===== src/rtl/local_predictor_param_pkg.sv =====
// Shared types, default parameters and the BHT index helper for the local-history predictor.
package local_pred_pkg;

  typedef enum logic {
    INIT = 1'b0,
    RUN  = 1'b1
  } pred_state_e;

  localparam int unsigned PC_W_DEF     = 32;
  localparam int unsigned IDX_W_DEF    = 6;
  localparam int unsigned HIST_W_DEF   = 4;
  localparam int unsigned CTR_W_DEF    = 2;
  localparam int unsigned CTR_INIT_DEF = 1;
  localparam int unsigned STAT_W       = 32;

  // Word-aligned PCs: drop the two byte-offset bits, keep idx_w bits above them.
  function automatic int unsigned bht_idx(input logic [63:0] pc, input int unsigned idx_w);
    logic [63:0] mask;
    mask = (64'd1 << idx_w) - 64'd1;
    return 32'((pc >> 2) & mask);
  endfunction

endpackage


===== src/rtl/local_predictor_param_if.sv =====
// Lookup/update/status bundle of the local predictor. Stats signals exist only with LOCAL_PRED_STATS_EN.
interface local_predictor_param_if #(
  parameter int unsigned PC_W = local_pred_pkg::PC_W_DEF
);

  logic [PC_W-1:0] pc_if;
  logic [PC_W-1:0] pc_ex;
  logic            update_en;
  logic            branch_outcome;
  logic            predict_taken;
  logic            predict_conf;
  logic            ready;
`ifdef LOCAL_PRED_STATS_EN
  logic                              predicted_ex;
  logic [local_pred_pkg::STAT_W-1:0] stat_updates;
  logic [local_pred_pkg::STAT_W-1:0] stat_mispredicts;

  modport master (
    output pc_if, pc_ex, update_en, branch_outcome, predicted_ex,
    input  predict_taken, predict_conf, ready, stat_updates, stat_mispredicts
  );

  modport slave (
    input  pc_if, pc_ex, update_en, branch_outcome, predicted_ex,
    output predict_taken, predict_conf, ready, stat_updates, stat_mispredicts
  );
`else
  modport master (
    output pc_if, pc_ex, update_en, branch_outcome,
    input  predict_taken, predict_conf, ready
  );

  modport slave (
    input  pc_if, pc_ex, update_en, branch_outcome,
    output predict_taken, predict_conf, ready
  );
`endif

endinterface


===== src/rtl/local_predictor_param_sat_ctr_update.sv =====
// Saturating up/down counter step: +1 on taken, -1 on not-taken, clamped to [0, max].
module sat_ctr_update #(
  parameter int unsigned CTR_W = 2
) (
  input  logic [CTR_W-1:0] i_ctr,
  input  logic             i_outcome,
  output logic [CTR_W-1:0] o_ctr_nxt
);

  localparam logic [CTR_W-1:0] CTR_MAX = '1;

  always_comb begin
    o_ctr_nxt = i_ctr;
    if (i_outcome) begin
      if (i_ctr != CTR_MAX) o_ctr_nxt = i_ctr + CTR_W'(1);
    end else begin
      if (i_ctr != '0) o_ctr_nxt = i_ctr - CTR_W'(1);
    end
  end

endmodule


===== src/rtl/local_predictor_param.sv =====
// Two-level local-history branch predictor with table-clear sequencer after reset.
// Optional statistics counters are built when LOCAL_PRED_STATS_EN is defined.
module local_predictor_param
  import local_pred_pkg::*;
#(
  parameter int unsigned PC_W     = PC_W_DEF,
  parameter int unsigned IDX_W    = IDX_W_DEF,
  parameter int unsigned HIST_W   = HIST_W_DEF,
  parameter int unsigned CTR_W    = CTR_W_DEF,
  parameter int unsigned CTR_INIT = CTR_INIT_DEF
) (
  input logic                    clk,
  input logic                    rst,
  local_predictor_param_if.slave bus
);

  localparam int unsigned PTR_W = IDX_W + HIST_W;
  localparam int unsigned BHT_N = 2 ** IDX_W;
  localparam int unsigned PHT_N = 2 ** PTR_W;

  localparam logic [PTR_W-1:0] PTR_LAST = '1;
  localparam logic [CTR_W-1:0] CTR_MAX  = '1;
  localparam logic [CTR_W-1:0] CTR_RST  = CTR_W'(CTR_INIT);

  pred_state_e      r_state;
  logic [PTR_W-1:0] r_clr_ptr;
  logic             r_ready;

  logic [HIST_W-1:0] r_bht [BHT_N];
  logic [CTR_W-1:0]  r_pht [PHT_N];

  logic [PC_W-1:0]   w_pc_if;
  logic [PC_W-1:0]   w_pc_ex;
  logic [IDX_W-1:0]  w_idx_if;
  logic [IDX_W-1:0]  w_idx_ex;
  logic [HIST_W-1:0] w_hist_if;
  logic [HIST_W-1:0] w_hist_ex;
  logic [HIST_W-1:0] w_hist_ex_nxt;
  logic [CTR_W-1:0]  w_ctr_if;
  logic [CTR_W-1:0]  w_ctr_ex;
  logic [CTR_W-1:0]  w_ctr_ex_nxt;
  logic              w_upd_acc;

  assign w_pc_if  = bus.pc_if;
  assign w_pc_ex  = bus.pc_ex;
  assign w_idx_if = IDX_W'(bht_idx(64'(w_pc_if), IDX_W));
  assign w_idx_ex = IDX_W'(bht_idx(64'(w_pc_ex), IDX_W));

  // Lookup path reads table state only, so a same-cycle update is seen one cycle later.
  assign w_hist_if = r_bht[w_idx_if];
  assign w_ctr_if  = r_pht[{w_idx_if, w_hist_if}];

  assign bus.predict_taken = r_ready & w_ctr_if[CTR_W-1];
  assign bus.predict_conf  = r_ready & ((w_ctr_if == '0) | (w_ctr_if == CTR_MAX));
  assign bus.ready         = r_ready;

  assign w_upd_acc     = bus.update_en & (r_state == RUN);
  assign w_hist_ex     = r_bht[w_idx_ex];
  assign w_ctr_ex      = r_pht[{w_idx_ex, w_hist_ex}];
  // Truncating the concatenation keeps the youngest HIST_W outcomes, also for HIST_W == 1.
  assign w_hist_ex_nxt = HIST_W'({w_hist_ex, bus.branch_outcome});

  sat_ctr_update #(
    .CTR_W (CTR_W)
  ) u_sat_ctr (
    .i_ctr     (w_ctr_ex),
    .i_outcome (bus.branch_outcome),
    .o_ctr_nxt (w_ctr_ex_nxt)
  );

  // Init sequencer: sweep every PHT address once, then go live.
  always_ff @(posedge clk or posedge rst) begin
    if (rst) begin
      r_state   <= INIT;
      r_clr_ptr <= '0;
      r_ready   <= 1'b0;
    end else if (r_state == INIT) begin
      r_clr_ptr <= r_clr_ptr + PTR_W'(1);
      if (r_clr_ptr == PTR_LAST) begin
        r_state <= RUN;
        r_ready <= 1'b1;
      end
    end else begin
      r_ready <= 1'b1;
    end
  end

  // Table storage has no reset; contents are rebuilt by the init sweep.
  always_ff @(posedge clk) begin
    if (r_state == INIT) begin
      r_pht[r_clr_ptr] <= CTR_RST;
      if (r_clr_ptr[HIST_W-1:0] == '0) r_bht[r_clr_ptr[PTR_W-1:HIST_W]] <= '0;
    end else if (w_upd_acc) begin
      r_pht[{w_idx_ex, w_hist_ex}] <= w_ctr_ex_nxt;
      r_bht[w_idx_ex]              <= w_hist_ex_nxt;
    end
  end

`ifdef LOCAL_PRED_STATS_EN
  logic [STAT_W-1:0] r_stat_updates;
  logic [STAT_W-1:0] r_stat_mispredicts;

  always_ff @(posedge clk or posedge rst) begin
    if (rst) begin
      r_stat_updates     <= '0;
      r_stat_mispredicts <= '0;
    end else if (w_upd_acc) begin
      r_stat_updates <= r_stat_updates + STAT_W'(1);
      if (bus.predicted_ex != bus.branch_outcome)
        r_stat_mispredicts <= r_stat_mispredicts + STAT_W'(1);
    end
  end

  assign bus.stat_updates     = r_stat_updates;
  assign bus.stat_mispredicts = r_stat_mispredicts;
`endif

endmodule

===== src/flat_wrapper.sv =====
// flat-port wrapper written by rule: the top's interface ports become plain ports
module local_predictor_param_flat import local_pred_pkg::*;
#(
  parameter int unsigned PC_W     = PC_W_DEF,
  parameter int unsigned IDX_W    = IDX_W_DEF,
  parameter int unsigned HIST_W   = HIST_W_DEF,
  parameter int unsigned CTR_W    = CTR_W_DEF,
  parameter int unsigned CTR_INIT = CTR_INIT_DEF
)
  (clk, rst, bus_pc_if, bus_pc_ex, bus_update_en, bus_branch_outcome, bus_predict_taken, bus_predict_conf, bus_ready);
  local_predictor_param_if #(.PC_W(PC_W)) bus_i ();
  input logic clk;
  input logic rst;
  input wire logic [$bits(bus_i.pc_if)-1:0] bus_pc_if;
  input wire logic [$bits(bus_i.pc_ex)-1:0] bus_pc_ex;
  input wire logic [$bits(bus_i.update_en)-1:0] bus_update_en;
  input wire logic [$bits(bus_i.branch_outcome)-1:0] bus_branch_outcome;
  output wire logic [$bits(bus_i.predict_taken)-1:0] bus_predict_taken;
  output wire logic [$bits(bus_i.predict_conf)-1:0] bus_predict_conf;
  output wire logic [$bits(bus_i.ready)-1:0] bus_ready;
  assign bus_i.pc_if = bus_pc_if;
  assign bus_i.pc_ex = bus_pc_ex;
  assign bus_i.update_en = bus_update_en;
  assign bus_i.branch_outcome = bus_branch_outcome;
  assign bus_predict_taken = bus_i.predict_taken;
  assign bus_predict_conf = bus_i.predict_conf;
  assign bus_ready = bus_i.ready;
  local_predictor_param #(.PC_W(PC_W), .IDX_W(IDX_W), .HIST_W(HIST_W), .CTR_W(CTR_W), .CTR_INIT(CTR_INIT)) u_core (.clk(clk), .rst(rst), .bus(bus_i));
endmodule

===== config.mk =====
export PLATFORM = sky130hd
export DESIGN_NAME = local_predictor_param_flat
export DESIGN_NICKNAME = d
export VERILOG_FILES = /design/src/rtl/local_predictor_param_pkg.sv /design/src/rtl/local_predictor_param_if.sv /design/src/rtl/local_predictor_param_sat_ctr_update.sv /design/src/rtl/local_predictor_param.sv /design/src/flat_wrapper.sv
export SDC_FILE = /design/constraint.sdc
export NUM_CORES = 2
export LEC_CHECK = 0
export ABC_AREA = 1
export BUFFER_PORTS_ARGS = -buffer_cell sky130_fd_sc_hd__buf_4
export CAP_MARGIN = 5
export CORE_MARGIN = 1
export CORE_UTILIZATION = 25
export CTS_CLUSTER_DIAMETER = 50
export DETAILED_ROUTE_END_ITERATION = 10
export PLACE_DENSITY = 0.38
export SLEW_MARGIN = 0
export SYNTH_ARGS = -nofsm -noshare
export SYNTH_HDL_FRONTEND = slang
export SYNTH_SLANG_ARGS = --single-unit

===== constraint.sdc =====
create_clock -name clk -period 31.7 [get_ports clk]
set_input_delay 3.17 -clock clk [delete_from_list [all_inputs] [get_ports clk]]
set_output_delay 3.17 -clock clk [all_outputs]
set_load 0.02 [all_outputs]

# Word level (Yosys, flattened, before mapping)
# Memory sizes are Yosys's and may differ from the RTL's.
# Index checks and enable logic that the tools add are counted.
totals:
  input_bits: 68
  mem_count: 2
  word_cells: 41
  romBits: 0
  mem_bits_rw: 2304
  ff_bits: 12
  latch_bits: 0
op_classes:
  n_shift: 0
  multipliers: 0
  n_addsub: 3
  n_div: 0
  order_cmp: 0
  n_bitwise: 4
  muxes: 20
  reduce_logical: 6
  n_eq_ne: 3
memory_table:
  columns: ["memory", "words", "width", "rd", "rd_clocked_by_memory_dff", "write_ports", "line_no", "rtl"]
  rows:
  - ["u_core.r_pht", 1024, 2, 2, 0, 1, "local_predictor_param.sv:30", "logic [CTR_W-1:0] r_pht [PHT_N];"]
  - ["u_core.r_bht", 64, 4, 2, 0, 1, "local_predictor_param.sv:29", "logic [HIST_W-1:0] r_bht [BHT_N];"]
ops:
  columns: ["op", "n"]
  rows:
  - ["1-bit two-way mux", 13]
  - ["10-bit by 1-bit adder with 10-bit output, second input constant", 1]
  - ["10-bit equality test, second input constant", 1]
  - ["10-bit two-way mux", 1]
  - ["2-bit two-way mux", 4]
  - ["6-bit two-way mux", 1]
  - ["4-bit zero test", 1]
  - ["4-bit two-way mux", 1]
  - ["2-bit nonzero test", 2]
  - ["4-bit OR reduction", 1]
  - ["1-bit bitwise AND", 3]
  - ["2-bit by 1-bit adder with 2-bit output, second input constant", 1]
  - ["2-bit equality test, second input constant", 1]
  - ["2-bit zero test", 1]
  - ["2-bit inequality test, second input constant", 1]
  - ["2-bit OR reduction", 1]
  - ["2-bit by 1-bit subtractor with 2-bit output, second input constant", 1]
  - ["1-bit bitwise OR", 1]

# Depth between registers and ports, before layout
depth:
  ltp_word: 6
  ltp_mapped: 30
  mapped_depth_nobuf: 25

# Modules after synthesis
# A second synthesis with hierarchy kept.
hier_totals:
  hier_cells: 13622
  area_unflattened_um2: 123159.4
modules_own_cells:
  columns: ["mod", "instances", "seq_area_each_um2", "area_per_inst_um2", "cells_each"]
  rows:
  - ["local_predictor_param", 1, 69486.6, 123134.3, 13616]
  - ["sat_ctr_update", 1, 0.0, 25.0, 6]

# Worst setup path before layout
# Ideal clock, no wire load.
synth_timing:
  path_type: "input -> register"
  start: "in bus_pc_ex[2]"
  end: "mem u_core.r_pht[0][1], data pin"
  path_buffers: 6
  arrival_ns: 29.177
  setup_slack_ns: -2.449
  stages: 29
  setup_ns: 4.972
  required_ns: 26.728
  cell_sequence: "buf_4 inv_2 buf_6 buf_6 buf_6 nand2_1 nand3_1 nand3_1 nand3_1 nand3_1 nand3_1 nand2_1 inv_2 buf_2 clkbuf_1 nand3_1 nand3_1 nand3_1 nand3_1 nand3_1 nand3_1 nand3_1 nand3_1 nand3_1 nand2_1 nor2_1 nand2_1 nand2_1 nor2_1"
synth_via:
  elab_chain_len: 6
  word_cells_on_any_way: 10
synth_rtl:
  columns: ["item", "line_no", "rtl"]
  rows:
  - ["from (decl)", "flat_wrapper.sv:15", "input wire logic [$bits(bus_i.pc_ex)-1:0] bus_pc_ex;"]
  - ["memory read 64 x 4 bit", null, null]
  - ["memory read 1024 x 2 bit *", null, null]
  - ["2-bit by 1-bit subtractor with 2-bit output, or another cell as far along", "local_predictor_param_sat_ctr_update.sv:17", "if (i_ctr != '0) o_ctr_nxt = i_ctr - CTR_W'(1);"]
  - ["2-bit two-way mux, on equally long branches", "local_predictor_param_sat_ctr_update.sv:17, local_predictor_param_sat_ctr_update.sv:15", null]
  - ["2-bit two-way mux *", "local_predictor_param_sat_ctr_update.sv:14", "if (i_outcome) begin"]
  - ["2-bit two-way mux (no source line) *", null, null]
  - ["to (decl)", "local_predictor_param.sv:30", null]
# Every way passes the cells marked *; elsewhere a longest branch is shown, timed or not.

# Final worst setup path
layout_timing:
  start: "in bus_pc_if[2]"
  end: "out bus_predict_conf"
layout_via:
  elab_chain_len: 5
  word_cells_on_any_way: 6
layout_rtl:
  columns: ["item", "line_no", "rtl"]
  rows:
  - ["from (decl)", "flat_wrapper.sv:14", "input wire logic [$bits(bus_i.pc_if)-1:0] bus_pc_if;"]
  - ["memory read 64 x 4 bit", null, null]
  - ["memory read 1024 x 2 bit *", null, null]
  - ["2-bit equality test / 2-bit zero test (equally long branches)", "local_predictor_param.sv:54", "assign bus.predict_conf = r_ready & ((w_ctr_if == '0) | (w_ctr_if == CTR_MAX));"]
  - ["1-bit bitwise OR *", "local_predictor_param.sv:54", null]
  - ["1-bit bitwise AND *", "local_predictor_param.sv:54", null]
  - ["to (decl)", "flat_wrapper.sv:19", "output wire logic [$bits(bus_i.predict_conf)-1:0] bus_predict_conf;"]
# Marked as above.

==> run metrics <==
Worst path top cell family by delay=buffers and inverters; CTS HTree Levels=5; number of buffers on the longest clock path=4; hold buffers post-CTS=0; share of flip-flops with an asynchronous set or reset=0.518%; net total in the final layout=13300; synthesis warning total=0; count of buffering cells on the critical path with inverters included=11; via count=104000; residual antenna-violating net count after detailed routing=0; Floorplan Core Area=0.491 mm^2; length of the first detailed-routing pass in iterations=6; Final Util=28.9%; number of remaining DRC errors=0; initial cell density of the core=25.2%; maximum vdd ir drop=about 0.000041 V; Setup Crit Path Kind=input port to output port; final clock skew=just over 0.08 ns; Register-to-Register Setup Slack=20.20 ns; ranking of synthesized cells by area=edfxtp_1 56%, nand3_1 13%, nand2_1 7.7%; mean instance size in the synthesized netlist=8.99 um^2; largest net degree at the start of global routing=174; Synth top cells by count=3298 x nand3_1, 2530 x nand2_1, 2304 x edfxtp_1; synthesized instance count=13700; hold path start=u_core.r_clr_ptr[3]$_DFFE_PP0N_; static leakage=51.4 nW; row cnt=257; TritonCTS Sinks=~2300; quantity of gates resized following cts=0; setup repair after global routing missed its margin=false; Vert. Die Dim=705 um; Slew HR=between 10% and 20%; register clock-pin slew on the reported worst setup and hold paths=0.05 ns; power density relative to cell area=63.9 mW/mm^2; largest area contributor in the netlist=edfxtp_1; CP max stage delay=between 0.7 and 0.8 ns; start point of the critical path=bus_pc_if[2]; Hold Fails Final Rpt=0; final-report max-slew violation count=0; area fraction of the dominant cell type after synthesis=a little under three fifths; Critical R2R Launch=u_core.r_bht[63][0]$_DFFE_PP_; number of max-cap violations=0; number of global-route vias before repair=103000; width of the die=705 um; RD Place Congestion=0.780; part of the Yosys area used for sequential elements=between 50% and 60%; synthesized cell area=0.124 mm^2; Most used DFF post-synth=edfxtp_1; r2r endpoint=u_core.r_pht[562][1]$_DFFE_PP_; Min-Delay Path Class=flop to flop; Req. time, crit path=between 20 and 30 ns; HPWL reported at the end of detailed placement=298000 um; number of fill cells=between 50000 and 60000; Synthesized Nets=13800; CTS tree=yes; Routed WL per cell=27.2 um; count of flip-flops with a built-in enable after synthesis=around 2300; overall overflow remaining after global route=0; count of buffers inserted at the top-level ports=18; Layout Area Growth over Synthesis=15.1%; depth of the worst register-to-register path=31; DRC marker count from the first detailed-route iteration=10600; all-layer global routing usage=21.1%; layout cell share with drive strength beyond 1=8.38%; Least-Margin Pin Slew=1.28 ns; critical path endpoint category=output port; critical path arrival=roughly 14 ns; antenna violations before repair=47; startpoint type of the worst setup path=input port; Hold Path Sink=u_core.r_clr_ptr[3]$_DFFE_PP0N_; number of distinct library cells after synthesis=33; time the final worst path needs with I/O delays and setup=roughly 17 ns; Setup violations, final=0; biggest fanout along the worst timing path=between 100 and 150; clock root buffer=clkbuf_16; number of synthesized register bits=2316; via density per instance=5.21; result of the run=finished clean; Final TNS setup=0 ns; wirelength, routed=~550000 um; TritonCTS Buffers=approximately 390; achievable clock frequency=59.9 MHz; most common cell in the synthesized netlist=nand3_1; crit path max-delay cell type=buf_4; first-pass GRT wire length=770000 um; number of instances on the worst hold path=1; clock insertion delay at the later pin of the skew report=0.99 ns; die footprint=0.497 mm^2; final cycle utilization of the critical path=about 53%; Post-CTS Repair Setup Buffers=0; most frequent cell on the critical path=nand3_1; number of primary I/O pins=71
[state kept, by name (all words and copies together), names as in the netlist]
register	count
u_core.bus.ready	1
u_core.r_bht	256
u_core.r_clr_ptr	10
u_core.r_pht	2048
u_core.r_state	1
[report_power, final]
group	switching [mW]	total [mW]	internal, mW
Clock	1.68	4.39	2.71
Combinational	1.02	1.38	0.354
Sequential	0	3.32	3.32
[metrics by stage]
| step | hold slack (ns) | cells | area, um^2 | power [mW] | worst slack, ns |
|---|---|---|---|---|---|
| after global placement | 0.509 | 19300 | 129000 | 4.74 | 15.05 |
| after global routing | 0.553 | 20000 | 142000 | 9.38 | 14.61 |
| after detailed placement | 0.513 | 19300 | 129000 | 4.74 | 15.05 |
| after floorplan | 0.483 | 13700 | 124000 | 4.26 | 8.65 |
| final | 0.529 | 20000 | 142000 | 9.09 | 15.00 |
| after CTS | 0.526 | 20000 | 142000 | 9.15 | 15.07 |
[layout make-up]
type | count | area (um^2) | share of cell area, %
timing repair buffer | 295 | 2500 | 1.76
antenna | 6 | 15.0 | 0.0106
clock buffer | 433 | 10000 | 7.07
multi-input combinational | 9177 | 44800 | 31.5
clock inverter | 290 | 3300 | 2.33
sequential | 2316 | 69500 | 48.9
tap | 6475 | 8100 | 5.70
inverter | 1012 | 3890 | 2.74
[routing by layer]
metal | global-route usage [%] | part of all wire (%) | up-vias
met5 | 0 | 0.0059 | -
met4 | 6.62 | 3.3 | 4
met3 | 2.23 | 5.8 | 802
met2 | 34.8 | 46 | 3739
met1 | 29.1 | 45 | 52400
li1 | - | - | 47300
[kinds of logic after synthesis]
logic type | count (synthesis) | share of synthesized area [%]
and+or+nand+nor | 7405 | 26.6
DFF | 2316 | 56.3
buffers and inverters | 2241 | 7.83
AOI/OAI and AO/OA | 1761 | 9.18
xor gates and xnor gates | 9 | 0.0638
adders and majority gates | 2 | 0.0203
[worst max-delay path by stage]
stage	to	slack, ns	cells after the start
2_1_floorplan	u_core.r_pht[0][1]$_DFFE_PP_	8.65	28
3_3_place_gp	bus_predict_conf	15.05	32
3_5_place_dp	bus_predict_conf	15.05	32
4_1_cts	bus_predict_conf	15.07	32
5_1_grt	bus_predict_conf	14.61	32
6_report	bus_predict_conf	15.00	32
[worst register-to-register path: cells and delay by family (launching register included)]
kind,cells,cell delay [ns]
buffers and inverters,10,6.69
AND/OR/NAND/NOR,20,3.95
flip-flops,1,0.41
AO/OA/AOI/OAI,1,0.09
[placed cells by master (no fill, tap or decap), types with 23 or more instances in the layout]
cell           n
a21oi_1      321
buf_4        270
bufinv_16     49
clkbuf_1      37
clkbuf_16    396
clkinv_1      45
clkinv_2      49
clkinv_4      35
clkinvlp_4    52
edfxtp_1    2304
inv_1        992
inv_6         43
nand2_1     2488
nand2_4       37
nand3_1     3298
nand3b_1     100
nor2_1      1230
o211ai_1     991
o21ai_0      415
o21ai_1       23
or2_0         32
or2_1         80
or2_2        106
Power figures use the tool's default switching activity.
